## config.mk

```make
export PLATFORM = sky130hd
export DESIGN_NAME = ibex_rf_wb_buffer
export DESIGN_NICKNAME = d
export VERILOG_FILES = /design/src/rtl/ibex_rf_wb_buffer.sv
export SDC_FILE = /design/constraint.sdc
export NUM_CORES = 1
export LEC_CHECK = 0
export CAP_MARGIN = 20
export CORE_MARGIN = 3
export CORE_UTILIZATION = 45
export CTS_CLUSTER_DIAMETER = 80
export DETAILED_ROUTE_END_ITERATION = 10
export PLACE_DENSITY_LB_ADDON = 0.2
export SYNTH_ARGS = -nofsm -noshare
export SYNTH_HDL_FRONTEND = slang
export SYNTH_SLANG_ARGS = --single-unit
```

## constraint.sdc

```tcl
create_clock -name clk_int -period 9.1 [get_ports clk_int]
set_input_delay 2.275 -clock clk_int [delete_from_list [all_inputs] [get_ports clk_int]]
set_output_delay 2.275 -clock clk_int [all_outputs]
set_load 0.02 [all_outputs]
```

## src/rtl/ibex_rf_wb_buffer.sv

```systemverilog
// Writeback buffer in front of the latch-based register file write port.
// Merges the LSU and EX writeback streams into at most one RF write per cycle
// through a small in-order FIFO, and forwards queued and just-issued write data
// to both read ports to cover the latch RF's one-cycle visibility delay.
module ibex_rf_wb_buffer #(
  parameter int unsigned DataWidth = 32,
  parameter bit          RV32E     = 1'b0,
  parameter int unsigned Depth     = 2
) (
  input  logic                 clk_int,
  input  logic                 rst_ni,

  input  logic                 ex_valid_i,
  input  logic [4:0]           ex_addr_i,
  input  logic [DataWidth-1:0] ex_wdata_i,
  output logic                 ex_ready_o,

  input  logic                 lsu_valid_i,
  input  logic [4:0]           lsu_addr_i,
  input  logic [DataWidth-1:0] lsu_wdata_i,
  output logic                 lsu_ready_o,

  output logic                 rf_we_o,
  output logic [4:0]           rf_waddr_o,
  output logic [DataWidth-1:0] rf_wdata_o,

  input  logic [4:0]           raddr_a_i,
  input  logic [4:0]           raddr_b_i,
  output logic                 fwd_a_valid_o,
  output logic [DataWidth-1:0] fwd_a_data_o,
  output logic                 fwd_b_valid_o,
  output logic [DataWidth-1:0] fwd_b_data_o,

  output logic                 empty_o
);

  // Only the low AW address bits are architecturally meaningful.
  localparam int unsigned AW = RV32E ? 4 : 5;
  localparam int unsigned PW = $clog2(Depth);
  localparam int unsigned CW = $clog2(Depth + 1);

  logic [AW-1:0]        mem_addr_q [Depth];
  logic [DataWidth-1:0] mem_data_q [Depth];
  logic [PW-1:0]        rd_ptr_q, rd_ptr_d;
  logic [PW-1:0]        wr_ptr_q, wr_ptr_d;
  logic [PW-1:0]        ex_slot_s;
  logic [CW-1:0]        count_q, count_d;

  logic                 last_valid_q;
  logic [AW-1:0]        last_addr_q;
  logic [DataWidth-1:0] last_data_q;

  logic [CW:0]          free_s;
  logic                 pop_s;
  logic                 lsu_push_s;
  logic                 ex_push_s;
  logic [AW-1:0]        ex_addr_s, lsu_addr_s, raddr_a_s, raddr_b_s;
  logic                 unused_addr_bits_s;

  assign ex_addr_s  = ex_addr_i[AW-1:0];
  assign lsu_addr_s = lsu_addr_i[AW-1:0];
  assign raddr_a_s  = raddr_a_i[AW-1:0];
  assign raddr_b_s  = raddr_b_i[AW-1:0];
  // Upper address bit is ignored in the 16-register configuration.
  assign unused_addr_bits_s = ^{ex_addr_i[4], lsu_addr_i[4], raddr_a_i[4], raddr_b_i[4]};

  // A valid FIFO entry or the last-issued write matches a read address (x0 never matches).
  function automatic logic addr_hit(input logic vld, input logic [AW-1:0] a,
                                    input logic [AW-1:0] ra);
    return vld && (ra != {AW{1'b0}}) && (a == ra);
  endfunction

  // Acceptance and pointer/occupancy bookkeeping; the head slot counts as free when it pops now.
  always_comb begin
    pop_s       = (count_q != {CW{1'b0}});
    free_s      = (CW+1)'(Depth) - {1'b0, count_q} + {{CW{1'b0}}, pop_s};
    lsu_ready_o = (free_s >= (CW+1)'(32'd1));
    ex_ready_o  = (free_s >= (lsu_valid_i ? (CW+1)'(32'd2) : (CW+1)'(32'd1)));
    lsu_push_s  = lsu_valid_i && lsu_ready_o && (lsu_addr_s != {AW{1'b0}});
    ex_push_s   = ex_valid_i && ex_ready_o && (ex_addr_s != {AW{1'b0}});
    ex_slot_s   = wr_ptr_q + PW'(lsu_push_s);
    wr_ptr_d    = wr_ptr_q + PW'(lsu_push_s) + PW'(ex_push_s);
    rd_ptr_d    = rd_ptr_q + PW'(pop_s);
    count_d     = count_q + CW'(lsu_push_s) + CW'(ex_push_s) - CW'(pop_s);
  end

  // RF write port is driven straight from the FIFO head; zero when nothing is queued.
  always_comb begin
    rf_we_o = (count_q != {CW{1'b0}});
    if (rf_we_o) begin
      rf_waddr_o = 5'(mem_addr_q[rd_ptr_q]);
      rf_wdata_o = mem_data_q[rd_ptr_q];
    end else begin
      rf_waddr_o = 5'd0;
      rf_wdata_o = '0;
    end
  end

  assign empty_o = (count_q == {CW{1'b0}}) && !last_valid_q;

  // Forwarding: start from last-issued, then walk the FIFO oldest to youngest so younger wins.
  always_comb begin
    fwd_a_valid_o = addr_hit(last_valid_q, last_addr_q, raddr_a_s);
    fwd_a_data_o  = fwd_a_valid_o ? last_data_q : '0;
    fwd_b_valid_o = addr_hit(last_valid_q, last_addr_q, raddr_b_s);
    fwd_b_data_o  = fwd_b_valid_o ? last_data_q : '0;
    for (int unsigned k = 0; k < Depth; k++) begin
      if (addr_hit(CW'(k) < count_q, mem_addr_q[rd_ptr_q + PW'(k)], raddr_a_s)) begin
        fwd_a_valid_o = 1'b1;
        fwd_a_data_o  = mem_data_q[rd_ptr_q + PW'(k)];
      end else begin
        fwd_a_valid_o = fwd_a_valid_o;
      end
      if (addr_hit(CW'(k) < count_q, mem_addr_q[rd_ptr_q + PW'(k)], raddr_b_s)) begin
        fwd_b_valid_o = 1'b1;
        fwd_b_data_o  = mem_data_q[rd_ptr_q + PW'(k)];
      end else begin
        fwd_b_valid_o = fwd_b_valid_o;
      end
    end
  end

  // Control state: pointers, occupancy and the one-cycle last-issued register.
  always_ff @(posedge clk_int or negedge rst_ni) begin
    if (!rst_ni) begin
      rd_ptr_q     <= {PW{1'b0}};
      wr_ptr_q     <= {PW{1'b0}};
      count_q      <= {CW{1'b0}};
      last_valid_q <= 1'b0;
      last_addr_q  <= {AW{1'b0}};
      last_data_q  <= '0;
    end else begin
      rd_ptr_q     <= rd_ptr_d;
      wr_ptr_q     <= wr_ptr_d;
      count_q      <= count_d;
      last_valid_q <= pop_s;
      if (pop_s) begin
        last_addr_q <= mem_addr_q[rd_ptr_q];
        last_data_q <= mem_data_q[rd_ptr_q];
      end
    end
  end

  // FIFO storage: LSU lands first (older), EX in the following slot.
  always_ff @(posedge clk_int or negedge rst_ni) begin
    if (!rst_ni) begin
      for (int unsigned i = 0; i < Depth; i++) begin
        mem_addr_q[i] <= {AW{1'b0}};
        mem_data_q[i] <= '0;
      end
    end else begin
      if (lsu_push_s) begin
        mem_addr_q[wr_ptr_q] <= lsu_addr_s;
        mem_data_q[wr_ptr_q] <= lsu_wdata_i;
      end
      if (ex_push_s) begin
        mem_addr_q[ex_slot_s] <= ex_addr_s;
        mem_data_q[ex_slot_s] <= ex_wdata_i;
      end
    end
  end

endmodule

```

# After elaboration in Yosys (flattened, before gate mapping)
# Index checks and enable logic that the tools add are counted.
# word_totals
ff_bits	116
inputBits	88
output_inout_bits	107
elab_cells	106
# classes
add_sub_neg	9
magnitude_cmp	10
n_eq_ne	6
n_mux	41
n_bitwise	4
n_reduce_logical	26
# op_table
cell	n
2-to-1 mux 32 bit	15
bitwise mux 64 bit	2
2-to-1 mux 64 bit	2
demux 32 bit (select 1 bit)	2
2-to-1 mux 5 bit	9
equality test 5 bit	6
bitwise mux 10 bit	2
2-to-1 mux 10 bit	2
nonzero test 5 bit	4
logical AND 1 bit	19
demux 5 bit (select 1 bit)	2
>= comparator 2 bit (second input constant)	4
NOT 1 -> 2 bit	4
adder 2 x 1 -> 2 bit	2
less-than comparator 1 x 2 -> 1 bit (first input constant)	2
less-than comparator 2 x 1 -> 1 bit (second input constant)	2
2-to-1 mux 1 bit	4
adder 1 bit	3
adder 3 x 1 -> 3 bit	1
>= comparator 3 x 1 -> 1 bit (second input constant)	1
>= comparator 3 x 2 -> 1 bit	1
subtractor 2 x 2 -> 3 bit (first input constant)	1
logical NOT 2 bit	1
2-to-1 mux 2 bit	1
4 further kinds	4

# Longest topological paths before layout
# logic_depth
depth_word	13
depth_mapped	11
mapped_depth_nobuf	10

# Worst setup path after synthesis
# OpenSTA, ideal clock, no wires.
# synth_path
path_type	input -> output
from	input port raddr_b_i[1]
to	output port fwd_b_data_o[16]
arrival_ns	4.124
t_required_ns	6.825
setup_slack_ns	2.701
path_stages	7
n_path_buf	2
cell_sequence	or4_1 -> nor2_1 -> or3_1 -> buf_2 -> clkbuf_1 -> o211ai_1 -> a31oi_1
# synth_via
elab_chain_len	6
elab_cells_between_ends	13
# synth_rtl
element	line	source
from (decl)	28	input logic [4:0] raddr_b_i,
nonzero test 5 bit	70	return vld && (ra != {AW{1'b0}}) && (a == ra);
logical AND 1 bit (2 in series)	70	
2-to-1 mux 32 bit	106	fwd_b_data_o = fwd_b_valid_o ? last_data_q : '0;
2-to-1 mux 32 bit	114	if (addr_hit(CW'(k) < count_q, mem_addr_q[rd_ptr_q + PW'(k)], raddr_b_s)) begin
2-to-1 mux 32 bit (*)	114	
to (decl)	32	output logic [DataWidth-1:0] fwd_b_data_o,
# Mark *: on every way between the ends. The rest lies on a longest branch, timed or not.

# Worst setup path after layout
# layout_path
from	input port raddr_a_i[1]
to	output port fwd_a_data_o[31]
# layout_via
elab_chain_len	6
elab_cells_between_ends	13
# layout_rtl
element	line	source
from (decl)	27	input logic [4:0] raddr_a_i,
nonzero test 5 bit	70	
logical AND 1 bit (2 in series)	70	
2-to-1 mux 32 bit	104	fwd_a_data_o = fwd_a_valid_o ? last_data_q : '0;
2-to-1 mux 32 bit	108	if (addr_hit(CW'(k) < count_q, mem_addr_q[rd_ptr_q + PW'(k)], raddr_a_s)) begin
2-to-1 mux 32 bit (*)	108	
to (decl)	30	output logic [DataWidth-1:0] fwd_a_data_o,
# Marked as above.

==> qor.txt <==
Worst path required time = 6.83 ns
Final Skew = 0.00726 ns
YS warnings = 0
Num rows = 50
Layout Cells excl Fill = 1,329
PwrDens = 417 nW/um^2
Crit path capture type = output port
HPWL Detailed = 17,700 um
Post-CTS setup buffer count = 0
Commonest non-fill, non-tap cell in the layout = clkdlybuf4s50_1
Synth Area in Compound Gates = 12.6%
Startpoint types = input pin
# port buffers = 194
Buffers plus inverters on the worst setup path = 4
Clock Sinks = 116
Initial antenna violation count = 0
Critical path, cell by cell = clkdlybuf4s50_1 -> or4_1 -> nor2_4 -> buf_4 -> nand3b_1 -> buf_4 -> nor3_1 -> a31oi_1 -> clkdlybuf4s50_1
Crit-path max FO = 32
Crit-path max cell delay = 0.68 ns
Crit path DAT = 5.90 ns
Max stage delay cell, worst path = clkdlybuf4s50_1
Mean routed wirelength per cell = 20.9 um
Fill count = 1,696
Mapped Area = 8860 sq um
Total track usage = 25.3%
Clk pin slew, worst setup/hold paths = 0.06 ns
Synth Instances = 916
Root Buffer = clkbuf_16
Area of the multi-input gates = 5410 sq um
HP Class = flop to flop
Setup Total Neg Slack = 0 ns
Setup violators final = 0
RSZ-0062 raised after global routing = false
Final slew viol count = 0
Most frequent cells in the layout = clkdlybuf4s50_1 (193), mux2_2 (171), dfrtp_1 (115)
Mux contribution to synthesized area = 28.1%
FF/Latch Area = 2910 sq um
Vias per cell = 6.04
Post-layout min period = 8.18 ns
Die height = 146 um
ANT cells = 0
Total wire length = 27,800 um
Kind of critical path = input pin to output port
Synth Register Bits = 116
CTS Buf Count = 17
Share of cells above drive strength 1 = 25.2%
Total gr overflow = 0
Post-route ant nets = 0
Placer Congestion = 0.853
Vias in the first global route = 7,837
CTS HTree Levels = 4
LEAKAGE = 4.45 nW
Status = finished clean
Post-Syn Area per Cell = 9.67 sq um
Slew headroom = 29.0%
Synth Area in Adders = 0.791%
Post-CTS sizing = 0
TritonRoute pass-1 iters = 5
CTS max path bufs = 2
Main flop type after synthesis = dfrtp_1
Worst path top cell family by delay = buffers and inverters
Largest family of logic cells by synthesized area = multiplexers
EDFF count, synth = 0
Die area = 21,400 sq um
Layout area overhead = 29.9%
Largest net degree at the start of global routing = 78
I/O Pins = 195
Fin crit share = 89.9%
Post-synthesis cell type count = 39
Core area = 19,000 sq um
Final nets = 1,150
TritonCTS clock tree = built
Starting Density = 46.6%
Final Hold Fails = 0
Placed cells = 1,296
Drt drc = 0
Sequential share of the synthesized area = 32.8%
Least-Margin Pin Slew = 1.06 ns
Max VDD drop = 309 uV
Die X = 146 um
First-pass GRT wire length = 43,900 um
DR vias = 8,029
Synth Area in Simple Gates = 15.3%
1st-iter DRT viols = 741
FMAX = 122 MHz
Hold-fix buffers at CTS = 0
Number of max-cap violations = 0
Xor-xnor portion of the synthesized cell area = 3.55%
Clk Latency, worst-skew pair = 0.42 ns
Syn_nets = 1,009
Async S/R FF share, synth = 100%
-- final cells by class --
type	instances	area share, %
well taps	260	2.83
flip-flops and latches	116	25.3
clock buffers	20	3.97
inverters	38	1.24
clock inverters	11	0.957
multi-input cells	667	47.0
repair buffers	217	18.7
-- metrics by stage --
stage | worst slack [ns] | area, sq um | util [%] | power (mW) | hold WS [ns]
2_1_floorplan | 2.70 | 8860 | - | 3.05 | 0.518
6_report | 0.922 | 11500 | 60.5 | 4.79 | 0.562
3_5_place_dp | 0.992 | 10900 | 57.2 | 4.09 | 0.554
5_1_grt | 0.821 | 11500 | 60.5 | 5.08 | 0.590
4_1_cts | 0.993 | 11400 | 60.2 | 4.77 | 0.567
3_3_place_gp | 0.993 | 10900 | 57.2 | 4.04 | 0.543
-- final timing paths --
path | slack (ns) | cells after the start | startpoint | to
setup / recovery | 0.92 | 9 | raddr_a_i[1] | fwd_a_data_o[31]
hold / removal | 0.56 | 2 | last_data_q[22] | last_data_q[22]
setup reg to reg | 6.24 | 8 | count_q[1] | count_q[1]
hold reg to reg | 0.56 | 2 | last_data_q[22] | last_data_q[22]
max in group asynchronous | 5.77 | 2 | rst_ni | rd_ptr_q
min in group asynchronous | 1.98 | 1 | rst_ni | mem_data_q[23]
-- state kept, by name, indices dropped and copies added, names as in the netlist --
| register | flops |
|---|---|
| wr_ptr_q | 1 |
| last_addr_q | 5 |
| count_q | 2 |
| rd_ptr_q | 1 |
| mem_data_q | 64 |
| last_data_q | 32 |
| last_valid_q | 1 |
| mem_addr_q | 10 |
-- metal layers --
metal  wire [um]  GRT usage [%]  share of wire (%)
met1       11900           34.6                 43
met2       13100           40.6                 47
met3        2380           5.43                8.6
met4         437           7.48                1.6
met5           0              0                  0
-- report_power, final --
part | switching (mW) | leakage (nW) | total (mW) | internal (mW)
Sequential | 0.237 | 1.35 | 1.04 | 0.803
Combinational | 1.69 | 2.82 | 3.09 | 1.40
Clock | 0.248 | 0.281 | 0.660 | 0.412
Total | 2.18 | 4.45 | 4.79 | 2.62
-- logic make-up (layout without fill, tap and decap cells) --
family                     count (synthesis)  after routing
and+or+nand+nor                          235            235
muxes                                    222            222
AOI/OAI and AO/OA                        169            169
buffers and inverters                    133            286
DFF                                      116            116
xor gates and xnor gates                  35             35
adders and majority gates                  5              5
other                                      1              1
-- synth_stat cells, drive strengths merged (6+ instances only) --
cell type | number | area, sq um
a21oi | 37 | 185
buf | 41 | 268
or4 | 67 | 507
clkbuf | 54 | 203
xor2 | 24 | 218
o211ai | 65 | 493
nor3 | 64 | 320
mux2 | 180 | 2030
a31oi | 64 | 400
nor2 | 49 | 184
xnor2 | 11 | 96.3
or2 | 35 | 219
inv | 38 | 143
dfrtp | 116 | 2900
nand4 | 6 | 37.5
mux2i | 42 | 458
-- worst min-delay path, delay by kind of cell, from the launching register on --
family,cells,cell delay (ns)
AOI/OAI and AO/OA,1,0.10
DFF,1,0.36
and+or+nand+nor,1,0.05
(Power assumes the default switching activity.)
